### src/rtl/qdec_pkg.sv
// -----------------------------------------------------------------------------
// qdec_pkg
// Shared definitions for the quadrature decoder:
//   - register word addresses of the Avalon-MM control slave
//   - CONTROL / STATUS bit positions
//   - reset value of the glitch-filter length register
//   - quadrature transition classification (step_e, qdec_decode)
//   - byte-lane merge helper for byteenable-qualified writes
// -----------------------------------------------------------------------------
package qdec_pkg;

    localparam logic [2:0] ADDR_POSITION  = 3'd0;
    localparam logic [2:0] ADDR_FILTER    = 3'd1;
    localparam logic [2:0] ADDR_CONTROL   = 3'd2;
    localparam logic [2:0] ADDR_STATUS    = 3'd3;
    localparam logic [2:0] ADDR_INDEX_POS = 3'd4;

    localparam int unsigned CTRL_EN_BIT     = 32'd0;
    localparam int unsigned CTRL_REV_BIT    = 32'd1;
    localparam int unsigned STAT_INDEX_BIT  = 32'd0;
    localparam int unsigned STAT_DIR_BIT    = 32'd1;
    localparam int unsigned STAT_ERRCLR_BIT = 32'd8;

    localparam int unsigned FILTER_RESET = 32'd3;

    typedef enum logic [1:0] {
        STEP_NONE = 2'd0,
        STEP_FWD  = 2'd1,
        STEP_REV  = 2'd2,
        STEP_ERR  = 2'd3
    } step_e;

    // Classify a transition of the filtered {A,B} pair (x4 decode).
    // Forward order is 00 -> 01 -> 11 -> 10 -> 00.
    function automatic step_e qdec_decode(input logic [1:0] prev_ab, input logic [1:0] cur_ab);
        step_e s;
        case ({prev_ab, cur_ab})
            4'b0001, 4'b0111, 4'b1110, 4'b1000: s = STEP_FWD;
            4'b0010, 4'b1011, 4'b1101, 4'b0100: s = STEP_REV;
            4'b0011, 4'b1100, 4'b0110, 4'b1001: s = STEP_ERR;
            default:                            s = STEP_NONE;
        endcase
        return s;
    endfunction

    // Replace the byte lanes of old_v selected by be with the lanes of new_v.
    function automatic logic [31:0] be_merge(input logic [31:0] old_v, input logic [31:0] new_v,
                                             input logic [3:0] be);
        logic [31:0] r;
        r = old_v;
        for (int i = 0; i < 4; i++) begin
            if (be[i]) begin
                r[8*i +: 8] = new_v[8*i +: 8];
            end else begin
                r[8*i +: 8] = old_v[8*i +: 8];
            end
        end
        return r;
    endfunction

endpackage

### src/rtl/quadrature_decoder_filter.sv
// -----------------------------------------------------------------------------
// qdec_filter
// One asynchronous encoder channel: SYNC_STAGES-deep synchronizer followed by a
// stability filter. The output follows the synchronized input only after the
// two have differed for filt_len+1 consecutive clocks (filt_len = 0 still
// costs one clock).
// Ports:
//   csi_MCLK_clk    system clock
//   rsi_MRST_reset  asynchronous active-high reset (all flops to 0)
//   din             asynchronous input
//   filt_len        filter length (FILT_W bits)
//   dout            filtered, registered output
// -----------------------------------------------------------------------------
module qdec_filter #(
    parameter int SYNC_STAGES = 2,
    parameter int FILT_W      = 8
) (
    input  logic              csi_MCLK_clk,
    input  logic              rsi_MRST_reset,
    input  logic              din,
    input  logic [FILT_W-1:0] filt_len,
    output logic              dout
);

    logic [SYNC_STAGES-1:0] sync_r;
    logic [FILT_W-1:0]      cnt_r;
    logic                   dout_r;
    logic                   synced_s;

    assign synced_s = sync_r[SYNC_STAGES-1];
    assign dout     = dout_r;

    // Synchronizer chain for the asynchronous input.
    always_ff @(posedge csi_MCLK_clk or posedge rsi_MRST_reset) begin
        if (rsi_MRST_reset) begin
            sync_r <= '0;
        end else begin
            sync_r <= {sync_r[SYNC_STAGES-2:0], din};
        end
    end

    // Stability counter: counts clocks of disagreement, restarts on agreement.
    always_ff @(posedge csi_MCLK_clk or posedge rsi_MRST_reset) begin
        if (rsi_MRST_reset) begin
            cnt_r  <= '0;
            dout_r <= 1'b0;
        end else if (synced_s == dout_r) begin
            cnt_r <= '0;
        end else if (cnt_r >= filt_len) begin
            dout_r <= synced_s;
            cnt_r  <= '0;
        end else begin
            cnt_r <= cnt_r + {{(FILT_W-1){1'b0}}, 1'b1};
        end
    end

endmodule

### src/rtl/quadrature_decoder.sv
// -----------------------------------------------------------------------------
// quadrature_decoder
// x4 quadrature decoder with an Avalon-MM control slave.
// Optional feature macro: QDEC_INDEX_EN (adds enc_z index input, INDEX_POS
// capture, index_seen flag and irq). Without it, enc_z is absent, INDEX_POS and
// index_seen read 0 and irq is 0.
// Register map (word addresses):
//   0 POSITION  RW signed 32b, wraps modulo 2^32
//   1 FILTER    RW, FILT_W LSBs, resets to 3
//   2 CONTROL   RW bit0 enable, bit1 reverse
//   3 STATUS    R [31:16] error count, bit1 dir, bit0 index_seen;
//               W1C bit0 (index_seen), W1 bit8 clears error count
//   4 INDEX_POS R
// Ports:
//   csi_MCLK_clk, rsi_MRST_reset (async, active-high)
//   avs_ctrl_* : Avalon-MM slave, read data one clock after read, no wait states
//   enc_a, enc_b (, enc_z) : asynchronous encoder inputs
//   dir : last counted direction (1 = forward), irq : index event pending
// -----------------------------------------------------------------------------
module quadrature_decoder
    import qdec_pkg::*;
#(
    parameter int SYNC_STAGES = 2,
    parameter int FILT_W      = 8
) (
    input  logic        csi_MCLK_clk,
    input  logic        rsi_MRST_reset,
    input  logic [2:0]  avs_ctrl_address,
    input  logic        avs_ctrl_write,
    input  logic        avs_ctrl_read,
    input  logic [31:0] avs_ctrl_writedata,
    input  logic [3:0]  avs_ctrl_byteenable,
    output logic [31:0] avs_ctrl_readdata,
    output logic        avs_ctrl_waitrequest,
    input  logic        enc_a,
    input  logic        enc_b,
`ifdef QDEC_INDEX_EN
    input  logic        enc_z,
`endif
    output logic        dir,
    output logic        irq
);

    logic [31:0]       position_r;
    logic [FILT_W-1:0] filt_len_r;
    logic [1:0]        ctrl_r;
    logic [15:0]       err_cnt_r;
    logic              dir_r;
    logic [1:0]        prev_r;
    logic              prev_valid_r;
    logic [31:0]       readdata_r;

    logic              fa_s;
    logic              fb_s;
    logic [1:0]        ab_s;
    step_e             step_s;
    logic              cnt_evt_s;
    logic              cnt_up_s;
    logic              err_evt_s;
    logic              wr_pos_s;
    logic              wr_filt_s;
    logic              wr_ctrl_s;
    logic              err_clr_s;
    logic [FILT_W-1:0] filt_nxt_s;
    logic [31:0]       rd_mux_s;
    logic              index_seen_s;
    logic [31:0]       index_pos_s;

    assign avs_ctrl_waitrequest = 1'b0;
    assign avs_ctrl_readdata    = readdata_r;
    assign dir                  = dir_r;

    qdec_filter #(.SYNC_STAGES(SYNC_STAGES), .FILT_W(FILT_W)) u_filt_a (
        .csi_MCLK_clk   (csi_MCLK_clk),
        .rsi_MRST_reset (rsi_MRST_reset),
        .din            (enc_a),
        .filt_len       (filt_len_r),
        .dout           (fa_s)
    );

    qdec_filter #(.SYNC_STAGES(SYNC_STAGES), .FILT_W(FILT_W)) u_filt_b (
        .csi_MCLK_clk   (csi_MCLK_clk),
        .rsi_MRST_reset (rsi_MRST_reset),
        .din            (enc_b),
        .filt_len       (filt_len_r),
        .dout           (fb_s)
    );

    assign ab_s = {fa_s, fb_s};

    // Bus write decode.
    always_comb begin
        wr_pos_s  = avs_ctrl_write && (avs_ctrl_address == ADDR_POSITION);
        wr_filt_s = avs_ctrl_write && (avs_ctrl_address == ADDR_FILTER);
        wr_ctrl_s = avs_ctrl_write && (avs_ctrl_address == ADDR_CONTROL);
        err_clr_s = avs_ctrl_write && (avs_ctrl_address == ADDR_STATUS) &&
                    avs_ctrl_byteenable[1] && avs_ctrl_writedata[STAT_ERRCLR_BIT];
    end

    // FILTER next value: each bit takes write data only where its byte lane is enabled.
    always_comb begin
        filt_nxt_s = filt_len_r;
        for (int i = 0; i < FILT_W; i++) begin
            if (avs_ctrl_byteenable[i/8]) begin
                filt_nxt_s[i] = avs_ctrl_writedata[i];
            end else begin
                filt_nxt_s[i] = filt_len_r[i];
            end
        end
    end

    // Step classification; nothing counts until the previous state holds a real sample.
    always_comb begin
        step_s    = qdec_decode(prev_r, ab_s);
        cnt_evt_s = 1'b0;
        cnt_up_s  = 1'b0;
        err_evt_s = 1'b0;
        if (ctrl_r[CTRL_EN_BIT] && prev_valid_r) begin
            case (step_s)
                STEP_FWD: begin
                    cnt_evt_s = 1'b1;
                    cnt_up_s  = ~ctrl_r[CTRL_REV_BIT];
                end
                STEP_REV: begin
                    cnt_evt_s = 1'b1;
                    cnt_up_s  = ctrl_r[CTRL_REV_BIT];
                end
                STEP_ERR: begin
                    err_evt_s = 1'b1;
                end
                default: begin
                    cnt_evt_s = 1'b0;
                end
            endcase
        end else begin
            cnt_evt_s = 1'b0;
        end
    end

    // Previous-state tracking; runs regardless of enable.
    always_ff @(posedge csi_MCLK_clk or posedge rsi_MRST_reset) begin
        if (rsi_MRST_reset) begin
            prev_r       <= 2'b00;
            prev_valid_r <= 1'b0;
        end else begin
            prev_r       <= ab_s;
            prev_valid_r <= 1'b1;
        end
    end

    // Position counter and direction; a bus write overrides a same-clock count.
    always_ff @(posedge csi_MCLK_clk or posedge rsi_MRST_reset) begin
        if (rsi_MRST_reset) begin
            position_r <= 32'd0;
            dir_r      <= 1'b0;
        end else if (wr_pos_s) begin
            position_r <= be_merge(position_r, avs_ctrl_writedata, avs_ctrl_byteenable);
        end else if (cnt_evt_s) begin
            position_r <= cnt_up_s ? (position_r + 32'd1) : (position_r - 32'd1);
            dir_r      <= cnt_up_s;
        end
    end

    // Saturating error counter for illegal double transitions.
    always_ff @(posedge csi_MCLK_clk or posedge rsi_MRST_reset) begin
        if (rsi_MRST_reset) begin
            err_cnt_r <= 16'd0;
        end else if (err_clr_s) begin
            err_cnt_r <= 16'd0;
        end else if (err_evt_s && (err_cnt_r != 16'hFFFF)) begin
            err_cnt_r <= err_cnt_r + 16'd1;
        end
    end

    // FILTER and CONTROL registers.
    always_ff @(posedge csi_MCLK_clk or posedge rsi_MRST_reset) begin
        if (rsi_MRST_reset) begin
            filt_len_r <= FILT_W'(FILTER_RESET);
            ctrl_r     <= 2'b00;
        end else begin
            if (wr_filt_s) begin
                filt_len_r <= filt_nxt_s;
            end
            if (wr_ctrl_s && avs_ctrl_byteenable[0]) begin
                ctrl_r <= avs_ctrl_writedata[1:0];
            end
        end
    end

`ifdef QDEC_INDEX_EN
    logic        fz_s;
    logic        z_prev_r;
    logic        index_seen_r;
    logic [31:0] index_pos_r;
    logic        idx_clr_s;

    qdec_filter #(.SYNC_STAGES(SYNC_STAGES), .FILT_W(FILT_W)) u_filt_z (
        .csi_MCLK_clk   (csi_MCLK_clk),
        .rsi_MRST_reset (rsi_MRST_reset),
        .din            (enc_z),
        .filt_len       (filt_len_r),
        .dout           (fz_s)
    );

    assign idx_clr_s = avs_ctrl_write && (avs_ctrl_address == ADDR_STATUS) &&
                       avs_ctrl_byteenable[0] && avs_ctrl_writedata[STAT_INDEX_BIT];

    // Index capture: position_r here is the value before this clock's count.
    // A new index event takes priority over a same-clock clear.
    always_ff @(posedge csi_MCLK_clk or posedge rsi_MRST_reset) begin
        if (rsi_MRST_reset) begin
            z_prev_r     <= 1'b0;
            index_seen_r <= 1'b0;
            index_pos_r  <= 32'd0;
        end else begin
            z_prev_r <= fz_s;
            if (fz_s && !z_prev_r && ctrl_r[CTRL_EN_BIT]) begin
                index_pos_r  <= position_r;
                index_seen_r <= 1'b1;
            end else if (idx_clr_s) begin
                index_seen_r <= 1'b0;
            end
        end
    end

    assign index_seen_s = index_seen_r;
    assign index_pos_s  = index_pos_r;
`else
    assign index_seen_s = 1'b0;
    assign index_pos_s  = 32'd0;
`endif

    assign irq = index_seen_s;

    // Read multiplexer; unmapped addresses return 0.
    always_comb begin
        rd_mux_s = 32'd0;
        case (avs_ctrl_address)
            ADDR_POSITION:  rd_mux_s = position_r;
            ADDR_FILTER:    rd_mux_s = 32'(filt_len_r);
            ADDR_CONTROL:   rd_mux_s = {30'd0, ctrl_r};
            ADDR_STATUS:    rd_mux_s = {err_cnt_r, 14'd0, dir_r, index_seen_s};
            ADDR_INDEX_POS: rd_mux_s = index_pos_s;
            default:        rd_mux_s = 32'd0;
        endcase
    end

    // Registered read data, one clock after the read strobe.
    always_ff @(posedge csi_MCLK_clk or posedge rsi_MRST_reset) begin
        if (rsi_MRST_reset) begin
            readdata_r <= 32'd0;
        end else if (avs_ctrl_read) begin
            readdata_r <= rd_mux_s;
        end
    end

endmodule

### config.mk
export PLATFORM = sky130hd
export DESIGN_NAME = quadrature_decoder
export DESIGN_NICKNAME = d
export VERILOG_FILES = /design/src/rtl/qdec_pkg.sv /design/src/rtl/quadrature_decoder_filter.sv /design/src/rtl/quadrature_decoder.sv
export SDC_FILE = /design/constraint.sdc
export NUM_CORES = 1
export LEC_CHECK = 0
export ABC_CLOCK_PERIOD_IN_PS = 4600
export CAP_MARGIN = 20
export CORE_UTILIZATION = 35
export CTS_BUF_LIST = sky130_fd_sc_hd__clkbuf_8
export DETAILED_ROUTE_END_ITERATION = 10
export HOLD_SLACK_MARGIN = 0.08
export PLACE_DENSITY_LB_ADDON = 0.08
export SETUP_SLACK_MARGIN = 0.5
export SYNTH_ARGS = -nofsm -noshare
export SYNTH_HDL_FRONTEND = slang
export SYNTH_SLANG_ARGS = --single-unit
### constraint.sdc
create_clock -name csi_MCLK_clk -period 4.6 [get_ports csi_MCLK_clk]
set_input_delay 1.15 -clock csi_MCLK_clk [delete_from_list [all_inputs] [get_ports csi_MCLK_clk]]
set_output_delay 1.15 -clock csi_MCLK_clk [all_outputs]
set_load 0.05 [all_outputs]
==> results of run 1 <==
-- kinds of logic (layout without fill, tap and decap cells) --
logic type / after synthesis / after routing / share of synthesized area [%]
other: 2 / 3 / 0.107
AO/OA/AOI/OAI: 218 / 218 / 20.0
adder cells (fa/ha/maj): 54 / 54 / 9.74
XOR/XNOR: 51 / 51 / 6.37
buffers and inverters: 88 / 191 / 4.84
AND/OR/NAND/NOR: 226 / 226 / 14.7
multiplexers: 18 / 18 / 2.86
flip-flops: 116 / 116 / 41.4
-- layout make-up --
type	instances	area [sq um]
Clock buffer	20	275
Clock inverter	12	176
Fill cell	1885	10700
Inverter	58	225
Multi-Input combinational cell	570	3880
Sequential cell	116	2910
Tap cell	265	332
Timing Repair Buffer	101	1000
-- per-layer routing --
metal  share of wire, %  global-route usage (%)  vias up
met3                4.6                    4.07       10
met1                 47                    26.0     2839
met2                 47                    31.5      100
li1                   -                       -     2906
met4                1.1                    6.94        0
met5                  0                       0        -
-- critical path: stages, from the launching register on --
cell	delay (ns)
sky130_fd_sc_hd__dfrtp_2	0.46
sky130_fd_sc_hd__o211ai_1	0.21
sky130_fd_sc_hd__o21ai_2	0.10
sky130_fd_sc_hd__inv_1	0.11
sky130_fd_sc_hd__ha_4	0.13
sky130_fd_sc_hd__mux2i_1	0.07
sky130_fd_sc_hd__nor2_2	0.18
sky130_fd_sc_hd__clkinvlp_4	0.17
sky130_fd_sc_hd__buf_12	0.17
sky130_fd_sc_hd__ha_4	0.22
sky130_fd_sc_hd__nor2b_4	0.12
sky130_fd_sc_hd__o31a_1	0.31
sky130_fd_sc_hd__a311o_1	0.39
sky130_fd_sc_hd__o21bai_4	0.20
sky130_fd_sc_hd__o21ai_2	0.10
sky130_fd_sc_hd__a311o_1	0.33
sky130_fd_sc_hd__a221oi_4	0.31
sky130_fd_sc_hd__mux2i_1	0.22
sky130_fd_sc_hd__nand2_1	0.06
-- timing repair --
item	in CTS	in global routing
resized for setup	1	20
hold buffers	0	0
pin swaps	2	13
setup buffers	4	7
endpoints found under the setup margin	9	8
hold endpoints to repair	0	0
-- state kept, by name (all words and copies together), names as in the netlist, 8 cells and up --
| name | cells |
|---|---|
| filt_len_r | 8 |
| position_r | 32 |
| avs_ctrl_readdata | 32 |
| u_filt_a.cnt_r | 8 |
| u_filt_b.cnt_r | 8 |
| err_cnt_r | 16 |
-- per-stage QoR --
stage | total power, mW | util, % | setup WS, ns | std cells
5_1_grt | 5.96 | 45.0 | 0.423 | 1142
2_1_floorplan | 3.58 | - | 0.428 | 774
3_3_place_gp | 4.22 | 41.7 | 0.384 | 1098
6_report | 5.50 | 45.0 | 0.602 | 1142
4_1_cts | 5.41 | 44.3 | 0.534 | 1134
3_5_place_dp | 4.26 | 41.7 | 0.160 | 1098
-- report_power, final --
| group | internal, mW | switching [mW] | total [mW] |
|---|---|---|---|
| logic | 1.27 | 1.56 | 2.83 |
| clock network | 0.635 | 0.441 | 1.08 |
| registers | 1.29 | 0.308 | 1.60 |
-- worst min-delay path by stage --
stage / from / endpoint / slack [ns] / depth (start not counted)
after floorplan: u_filt_a.sync_r[0] / u_filt_a.sync_r[1] / 0.33 / 0
after global placement: u_filt_a.sync_r[0] / u_filt_a.sync_r[1] / 0.34 / 0
after detailed placement: u_filt_a.sync_r[0] / u_filt_a.sync_r[1] / 0.33 / 0
after CTS: u_filt_a.sync_r[0] / u_filt_a.sync_r[1] / 0.35 / 0
after global routing: u_filt_b.sync_r[0] / u_filt_b.sync_r[1] / 0.38 / 0
final: u_filt_a.sync_r[0] / u_filt_a.sync_r[1] / 0.35 / 0
-- cell usage in the layout, fill, tap and decap left out, drive strengths merged, types with 3 or more instances in the layout --
cell | synthesis | routed
dfrtp | 114 | 114
nand2 | 79 | 79
clkdlybuf4s50 | 0 | 77
nor2 | 64 | 64
inv | 58 | 59
o21ai | 54 | 54
ha | 53 | 53
a21oi | 47 | 47
xor2 | 31 | 31
a22oi | 25 | 25
o22ai | 25 | 25
a21o | 24 | 24
buf | 5 | 24
nand3 | 22 | 22
xnor2 | 20 | 20
clkbuf | 25 | 20
and3 | 14 | 14
mux2i | 11 | 11
nor3 | 10 | 10
nand2b | 9 | 9
a31oi | 8 | 8
mux2 | 6 | 6
o21a | 6 | 6
nor2b | 6 | 6
and2 | 5 | 5
and4 | 4 | 4
nand4 | 4 | 4
or3 | 4 | 4
o211ai | 4 | 4
bufinv | 0 | 4
o21bai | 4 | 4
a221oi | 4 | 4
clkinv | 0 | 4
clkinvlp | 0 | 3
conb | 2 | 3
==> flow_summary.html, run 1 <==
<table>
<tr><th>Metric</th><th>Value</th></tr>
<tr><th colspan="2">Synthesis</th></tr>
<tr><td>#FFs+latches synth</td><td>116</td></tr>
<tr><td>Post-synth top area cell</td><td>sky130_fd_sc_hd__dfrtp_1</td></tr>
<tr><td>Post-synthesis instance area</td><td>7010 sq um</td></tr>
<tr><td>Cells after Synth</td><td>773</td></tr>
<tr><td>Number of flops mapped to enable cells by yosys</td><td>0</td></tr>
<tr><td>Synthesized area per cell</td><td>9.07 sq um</td></tr>
<tr><td>Yosys warnings</td><td>0</td></tr>
<tr><td>Library cell with the highest instance count after synthesis</td><td>sky130_fd_sc_hd__dfrtp_1</td></tr>
<tr><td>Top cell type's share of synthesized area</td><td>40.7%</td></tr>
<tr><td>Post-synthesis async set-or-reset flop share</td><td>100%</td></tr>
<tr><td>Top post-synthesis cells by area</td><td>sky130_fd_sc_hd__dfrtp_1 (41%), sky130_fd_sc_hd__ha_1 (9.5%), sky130_fd_sc_hd__nand2_1 (4.2%)</td></tr>
<tr><td>Sequential fraction of the synthesis area</td><td>41.4%</td></tr>
<tr><td>Count of cell types in the netlist</td><td>54</td></tr>
<tr><td>Most used DFF post-synth</td><td>sky130_fd_sc_hd__dfrtp_1</td></tr>
<tr><td>Commonest cells in the synthesized netlist</td><td>sky130_fd_sc_hd__dfrtp_1 (114), sky130_fd_sc_hd__nand2_1 (79), sky130_fd_sc_hd__nor2_1 (64), sky130_fd_sc_hd__inv_1 (58), sky130_fd_sc_hd__ha_1 (53)</td></tr>
<tr><th colspan="2">CTS</th></tr>
<tr><td>Clk slew on worst S/H paths</td><td>0.07 ns</td></tr>
<tr><td>Source-to-sink clock delay at the later pin of the worst-skew pair</td><td>0.44 ns</td></tr>
<tr><td>Clock buffers created by TritonCTS</td><td>17</td></tr>
<tr><td>Root buffer cell</td><td>sky130_fd_sc_hd__clkbuf_8</td></tr>
<tr><td>Worst-case clock buffer depth</td><td>2</td></tr>
<tr><td>Number of sinks handled by clock tree synthesis</td><td>116</td></tr>
<tr><td># H-tree levels</td><td>4</td></tr>
<tr><td>TritonCTS clock tree</td><td>built</td></tr>
<tr><th colspan="2">Worst setup path</th></tr>
<tr><td>Capturing element of the worst setup path</td><td>position_r[30]</td></tr>
<tr><td>Worst setup path class</td><td>reg2reg</td></tr>
<tr><td>Worst-case reg-to-reg path depth</td><td>18</td></tr>
<tr><td>Critical register-to-register path endpoint</td><td>position_r[30]</td></tr>
<tr><td>Sort of element at the end of the critical path</td><td>flip-flop</td></tr>
<tr><td>Worst setup SP type</td><td>flip-flop</td></tr>
<tr><td>R2r startpoint</td><td>u_filt_a.dout</td></tr>
<tr><td>Reg-to-reg setup timing slack</td><td>0.60 ns</td></tr>
<tr><td>Crit path from</td><td>u_filt_a.dout</td></tr>
<tr><td>Worst endpoint data arrival time</td><td>4.32 ns</td></tr>
<tr><td>Peak fanout along the critical path</td><td>8</td></tr>
<tr><td>Data required, critical path</td><td>4.92 ns</td></tr>
<tr><th colspan="2">STA</th></tr>
<tr><td>Share of the cycle needed by the critical path after routing</td><td>86.9%</td></tr>
<tr><td>Max Slew Vio Count</td><td>0</td></tr>
<tr><td>Post-route setup TNS</td><td>0 ns</td></tr>
<tr><td>Clk_skew</td><td>0.00792 ns</td></tr>
<tr><td>RSZ-0062 raised after global routing</td><td>yes</td></tr>
<tr><td>Relative slew slack</td><td>33.2%</td></tr>
<tr><td>Worst hold slack after final layout</td><td>0.352 ns</td></tr>
<tr><td>Pin slew with the least headroom to its limit</td><td>1.00 ns</td></tr>
<tr><td>Final hold vios</td><td>0</td></tr>
<tr><td>Setup-failing EPs final</td><td>0</td></tr>
<tr><td>Tmin final</td><td>4.00 ns</td></tr>
<tr><td>Max Freq</td><td>250 MHz</td></tr>
<tr><th colspan="2">Floorplanning</th></tr>
<tr><td>Top-level port count</td><td>80</td></tr>
<tr><td>DIE AREA</td><td>20600 sq um</td></tr>
<tr><td>Placeable core region</td><td>19500 sq um</td></tr>
<tr><td>Die X-Extent</td><td>144 um</td></tr>
<tr><td>Number of placement rows</td><td>51</td></tr>
<tr><td>Height of the die</td><td>144 um</td></tr>
<tr><td>Effective utilization at floorplan</td><td>35.9%</td></tr>
<tr><th colspan="2">Placed design</th></tr>
<tr><td>Area of placed instances</td><td>8140 sq um</td></tr>
<tr><td>Port buffer count</td><td>77</td></tr>
<tr><td>GPL Wtd Cong</td><td>0.905</td></tr>
<tr><td>Estimated wirelength of the detail-placed design</td><td>13900 um</td></tr>
<tr><th colspan="2">Global routing</th></tr>
<tr><td>Number of antenna violations at the first check in global routing</td><td>0</td></tr>
<tr><td>Number of global-route vias before repair</td><td>5843</td></tr>
<tr><td>Pin count of the biggest net entering global routing</td><td>75</td></tr>
<tr><td>Total congestion overflow</td><td>0</td></tr>
<tr><td>Global-route wire length before repair</td><td>30500 um</td></tr>
<tr><td>Total track usage</td><td>19.6%</td></tr>
<tr><th colspan="2">Power and ir drop</th></tr>
<tr><td>P per Cell Area</td><td>626 nW/um^2</td></tr>
<tr><td>Largest voltage drop on the vdd net</td><td>0.240 mV</td></tr>
<tr><td>Leakage power of the design</td><td>3.84 nW</td></tr>
<tr><th colspan="2">Route</th></tr>
<tr><td>Wire per inst</td><td>16.6 um</td></tr>
<tr><td>Post-detailed-routing wire length</td><td>19000 um</td></tr>
<tr><td>Final antenna-violating net count</td><td>0</td></tr>
<tr><td>Detailed Routing Iterations Pass 1</td><td>5</td></tr>
<tr><td>Total via count after detailed routing</td><td>5855</td></tr>
<tr><td>Detailed-route vias per instance</td><td>5.13</td></tr>
<tr><td>Final routed DRC violation total</td><td>0</td></tr>
<tr><td>DRC marker count from the first detailed-route iteration</td><td>277</td></tr>
<tr><th colspan="2">Layout</th></tr>
<tr><td>Antenna cell count</td><td>0</td></tr>
<tr><td>Proportion of layout cells with a drive suffix above 1</td><td>10.6%</td></tr>
<tr><td>Synthesis-to-finish area growth</td><td>25.5%</td></tr>
<tr><td>Final #Nets</td><td>963</td></tr>
<tr><td>Fin area</td><td>8790 sq um</td></tr>
<tr><th colspan="2">Run</th></tr>
<tr><td>Max-cap violation count</td><td>0</td></tr>
<tr><th colspan="2">Run status</th></tr>
<tr><td>Outcome</td><td>finished clean</td></tr>
<tr><th colspan="2">Min path</th></tr>
<tr><td>Class of the worst hold path</td><td>reg2reg</td></tr>
</table>
No activity file was read; power rests on OpenSTA's default activity.
==> run 2: changes to the inputs <==
--- a/config.mk
+++ b/config.mk
@@ -7,7 +7,7 @@
 export LEC_CHECK = 0
 export ABC_CLOCK_PERIOD_IN_PS = 4600
 export CAP_MARGIN = 20
-export CORE_UTILIZATION = 35
+export CORE_UTILIZATION = 50
 export CTS_BUF_LIST = sky130_fd_sc_hd__clkbuf_8
 export DETAILED_ROUTE_END_ITERATION = 10
 export HOLD_SLACK_MARGIN = 0.08
==> run 2 against run 1 <==
- via count up 2.2%
- maximum frequency down 3.0%
- clock-buffer cell count down 2
- non-clock buffer count up 3
- combinational power about the same
- hold slack worse by 0.00062 ns
==> flow_summary.html, run 2 (synthesis results as in run 1) <==
<table>
<tr><th>Metric</th><th>Value</th></tr>
<tr><th colspan="2">Layout</th></tr>
<tr><td>Antenna cell count</td><td>0 (unchanged)</td></tr>
<tr><td>Share of the core filled with cells</td><td>64.2% (was 45.0%)</td></tr>
<tr><td>Final #Nets</td><td>966 (was 963)</td></tr>
<tr><td>Proportion of layout cells with a drive suffix above 1</td><td>10.0% (was 10.6%)</td></tr>
<tr><td>Synthesis-to-finish area growth</td><td>23.1% (was 25.5%)</td></tr>
<tr><td>Highest-count cells in the layout ignoring fill and taps</td><td>sky130_fd_sc_hd__dfrtp_1 (113), sky130_fd_sc_hd__nand2_1 (79), sky130_fd_sc_hd__clkdlybuf4s50_1 (77) (was sky130_fd_sc_hd__dfrtp_1 (113), sky130_fd_sc_hd__nand2_1 (78), sky130_fd_sc_hd__clkdlybuf4s50_1 (77))</td></tr>
<tr><td>Leading cell type in the layout, fill and taps excluded</td><td>sky130_fd_sc_hd__dfrtp_1 (unchanged)</td></tr>
<tr><th colspan="2">STA</th></tr>
<tr><td>Max Slew Vio Count</td><td>0 (unchanged)</td></tr>
<tr><td>Post-route setup TNS</td><td>0 ns (unchanged)</td></tr>
<tr><td>Clk_skew</td><td>0.0144 ns (was 0.00792 ns)</td></tr>
<tr><td>Share of the cycle needed by the critical path after routing</td><td>89.6% (was 86.9%)</td></tr>
<tr><td>Pin slew with the least headroom to its limit</td><td>1.02 ns (was 1.00 ns)</td></tr>
<tr><td>Final hold vios</td><td>0 (unchanged)</td></tr>
<tr><td>Setup-failing EPs final</td><td>0 (unchanged)</td></tr>
<tr><td>Relative slew slack</td><td>31.5% (was 33.2%)</td></tr>
<tr><td>Tmin final</td><td>4.12 ns (was 4.00 ns)</td></tr>
<tr><td>RSZ-0062 raised after global routing</td><td>yes (unchanged)</td></tr>
<tr><td>Max Freq</td><td>243 MHz (was 250 MHz)</td></tr>
<tr><th colspan="2">Worst setup path</th></tr>
<tr><td>Worst-case reg-to-reg path depth</td><td>20 (was 18)</td></tr>
<tr><td>Data required, critical path</td><td>4.94 ns (was 4.92 ns)</td></tr>
<tr><td>Sort of element at the end of the critical path</td><td>flip-flop (unchanged)</td></tr>
<tr><td>R2r startpoint</td><td>u_filt_a.dout (unchanged)</td></tr>
<tr><td>Crit path from</td><td>u_filt_a.dout (unchanged)</td></tr>
<tr><td>Capturing element of the worst setup path</td><td>position_r[30] (unchanged)</td></tr>
<tr><td>Reg-to-reg setup timing slack</td><td>0.48 ns (was 0.60 ns)</td></tr>
<tr><td>Critical register-to-register path endpoint</td><td>position_r[30] (unchanged)</td></tr>
<tr><td>Worst setup SP type</td><td>flip-flop (unchanged)</td></tr>
<tr><td>Worst setup path class</td><td>reg2reg (unchanged)</td></tr>
<tr><td>Peak fanout along the critical path</td><td>8 (unchanged)</td></tr>
<tr><td>Worst endpoint data arrival time</td><td>4.46 ns (was 4.32 ns)</td></tr>
<tr><th colspan="2">Route</th></tr>
<tr><td>Detailed Routing Iterations Pass 1</td><td>5 (unchanged)</td></tr>
<tr><td>Final routed DRC violation total</td><td>0 (unchanged)</td></tr>
<tr><td>Detailed-route vias per instance</td><td>5.66 (was 5.13)</td></tr>
<tr><td>Wire per inst</td><td>16.7 um (was 16.6 um)</td></tr>
<tr><td>Total via count after detailed routing</td><td>5981 (was 5855)</td></tr>
<tr><td>Post-detailed-routing wire length</td><td>17600 um (was 19000 um)</td></tr>
<tr><td>Final antenna-violating net count</td><td>0 (unchanged)</td></tr>
<tr><td>DRC marker count from the first detailed-route iteration</td><td>309 (was 277)</td></tr>
<tr><th colspan="2">CTS</th></tr>
<tr><td>Hold-fix buffers, CTS</td><td>0 (unchanged)</td></tr>
<tr><td>TritonCTS clock tree</td><td>built (unchanged)</td></tr>
<tr><td>Worst-case clock buffer depth</td><td>2 (unchanged)</td></tr>
<tr><td># H-tree levels</td><td>4 (unchanged)</td></tr>
<tr><td>Root buffer cell</td><td>sky130_fd_sc_hd__clkbuf_8 (unchanged)</td></tr>
<tr><td>Source-to-sink clock delay at the later pin of the worst-skew pair</td><td>0.45 ns (was 0.44 ns)</td></tr>
<tr><td>Clock buffers created by TritonCTS</td><td>17 (unchanged)</td></tr>
<tr><td>Number of sinks handled by clock tree synthesis</td><td>116 (unchanged)</td></tr>
<tr><td>Clk slew on worst S/H paths</td><td>0.08 ns (was 0.07 ns)</td></tr>
<tr><th colspan="2">Run status</th></tr>
<tr><td>Outcome</td><td>finished clean (unchanged)</td></tr>
<tr><th colspan="2">Global routing</th></tr>
<tr><td>Number of antenna violations at the first check in global routing</td><td>0 (unchanged)</td></tr>
<tr><td>Pin count of the biggest net entering global routing</td><td>55 (was 75)</td></tr>
<tr><td>Number of global-route vias before repair</td><td>5827 (was 5843)</td></tr>
<tr><td>Total track usage</td><td>25.6% (was 19.6%)</td></tr>
<tr><td>Global-route wire length before repair</td><td>28800 um (was 30500 um)</td></tr>
<tr><td>Total congestion overflow</td><td>0 (unchanged)</td></tr>
<tr><th colspan="2">Floorplanning</th></tr>
<tr><td>DIE AREA</td><td>14500 sq um (was 20600 sq um)</td></tr>
<tr><td>Number of placement rows</td><td>42 (was 51)</td></tr>
<tr><td>Effective utilization at floorplan</td><td>52.1% (was 35.9%)</td></tr>
<tr><td>Height of the die</td><td>120 um (was 144 um)</td></tr>
<tr><td>Die X-Extent</td><td>120 um (was 144 um)</td></tr>
<tr><td>Placeable core region</td><td>13500 sq um (was 19500 sq um)</td></tr>
<tr><td>Top-level port count</td><td>80 (unchanged)</td></tr>
<tr><th colspan="2">Power and ir drop</th></tr>
<tr><td>P per Cell Area</td><td>627 nW/um^2 (was 626 nW/um^2)</td></tr>
<tr><td>Leakage power of the design</td><td>3.83 nW (was 3.84 nW)</td></tr>
<tr><td>Largest voltage drop on the vdd net</td><td>0.240 mV (about the same)</td></tr>
<tr><th colspan="2">Min path</th></tr>
<tr><td>Class of the worst hold path</td><td>reg2reg (unchanged)</td></tr>
<tr><td>Worst hold start</td><td>u_filt_b.sync_r[0] (was u_filt_a.sync_r[0])</td></tr>
<tr><th colspan="2">Placed design</th></tr>
<tr><td>Estimated wirelength of the detail-placed design</td><td>12800 um (was 13900 um)</td></tr>
<tr><td>GPL Wtd Cong</td><td>0.919 (was 0.905)</td></tr>
<tr><td>Port buffer count</td><td>77 (unchanged)</td></tr>
<tr><th colspan="2">Run</th></tr>
<tr><td>Max-cap violation count</td><td>0 (unchanged)</td></tr>
</table>
-- run 2: how the worst min path moves through the flow --
| stage | depth (start not counted) | slack [ns] | endpoint |
|---|---|---|---|
| final | 0 | 0.35 | u_filt_b.sync_r[1] |
| after global routing | 0 | 0.36 | u_filt_b.sync_r[1] |
| after CTS | 0 | 0.35 | u_filt_b.sync_r[1] |
| after detailed placement | 0 | 0.34 | u_filt_b.sync_r[1] |
| after global placement | 0 | 0.34 | u_filt_b.sync_r[1] |
| after floorplan | 0 | 0.33 | u_filt_a.sync_r[1] |
-- run 2: power by group --
part	total (mW)	internal, mW	switching [mW]
combinational	2.81	1.26	1.55
clock	1.00	0.593	0.411
sequential	1.60	1.29	0.310
-- run 2: final cells by class --
class                           count  area (sq um)
Tap cell                          176           220
Clock buffer                       18           248
Sequential cell                   116          2910
Timing Repair Buffer              104          1000
Inverter                           58           225
Fill cell                        1159          4820
Clock inverter                     14           171
Multi-Input combinational cell    570          3850
-- run 2: critical path, stage by stage (launching register included) --
cell and delay [ns]:
sky130_fd_sc_hd__dfrtp_2 0.44, sky130_fd_sc_hd__buf_6 0.13, sky130_fd_sc_hd__mux2i_1 0.11, sky130_fd_sc_hd__o21a_1 0.20
sky130_fd_sc_hd__inv_2 0.09, sky130_fd_sc_hd__ha_4 0.12, sky130_fd_sc_hd__mux2i_1 0.07, sky130_fd_sc_hd__nor2_2 0.19
sky130_fd_sc_hd__clkinvlp_4 0.14, sky130_fd_sc_hd__buf_8 0.15, sky130_fd_sc_hd__buf_6 0.12, sky130_fd_sc_hd__ha_4 0.24
sky130_fd_sc_hd__o21a_1 0.19, sky130_fd_sc_hd__o31a_1 0.13, sky130_fd_sc_hd__a311o_1 0.34, sky130_fd_sc_hd__o21bai_4 0.22
sky130_fd_sc_hd__o21ai_2 0.10, sky130_fd_sc_hd__a311o_1 0.42, sky130_fd_sc_hd__a221oi_4 0.33, sky130_fd_sc_hd__mux2i_1 0.21
sky130_fd_sc_hd__nand2_1 0.07
-- run 2: metrics by stage --
stage	setup WS (ns)	cell area, sq um	std cells	total power [mW]	hold slack [ns]
final	0.478	8630	1056	5.41	0.351
after global routing	0.313	8630	1056	5.84	0.359
after CTS	0.541	8480	1046	5.27	0.353
after detailed placement	0.295	8030	1010	4.23	0.337
after global placement	0.467	8030	1010	4.15	0.335
after floorplan	0.428	7050	774	3.58	0.331
-- run 2: per-layer routing --
| layer | track usage (%) | wire length (um) | part of all wire, % |
|---|---|---|---|
| met4 | 8.18 | 298 | 1.7 |
| met1 | 35.5 | 8160 | 46 |
| met3 | 5.94 | 1140 | 6.5 |
| met2 | 39.6 | 8000 | 45 |
| met5 | 0 | 0 | 0 |
-- run 2: repair_timing --
action / in CTS / in global routing
pin swaps: 1 / 13
endpoints found under the setup margin: 6 / 10
resized for setup: 0 / 23
buffers inserted: 4 / 10
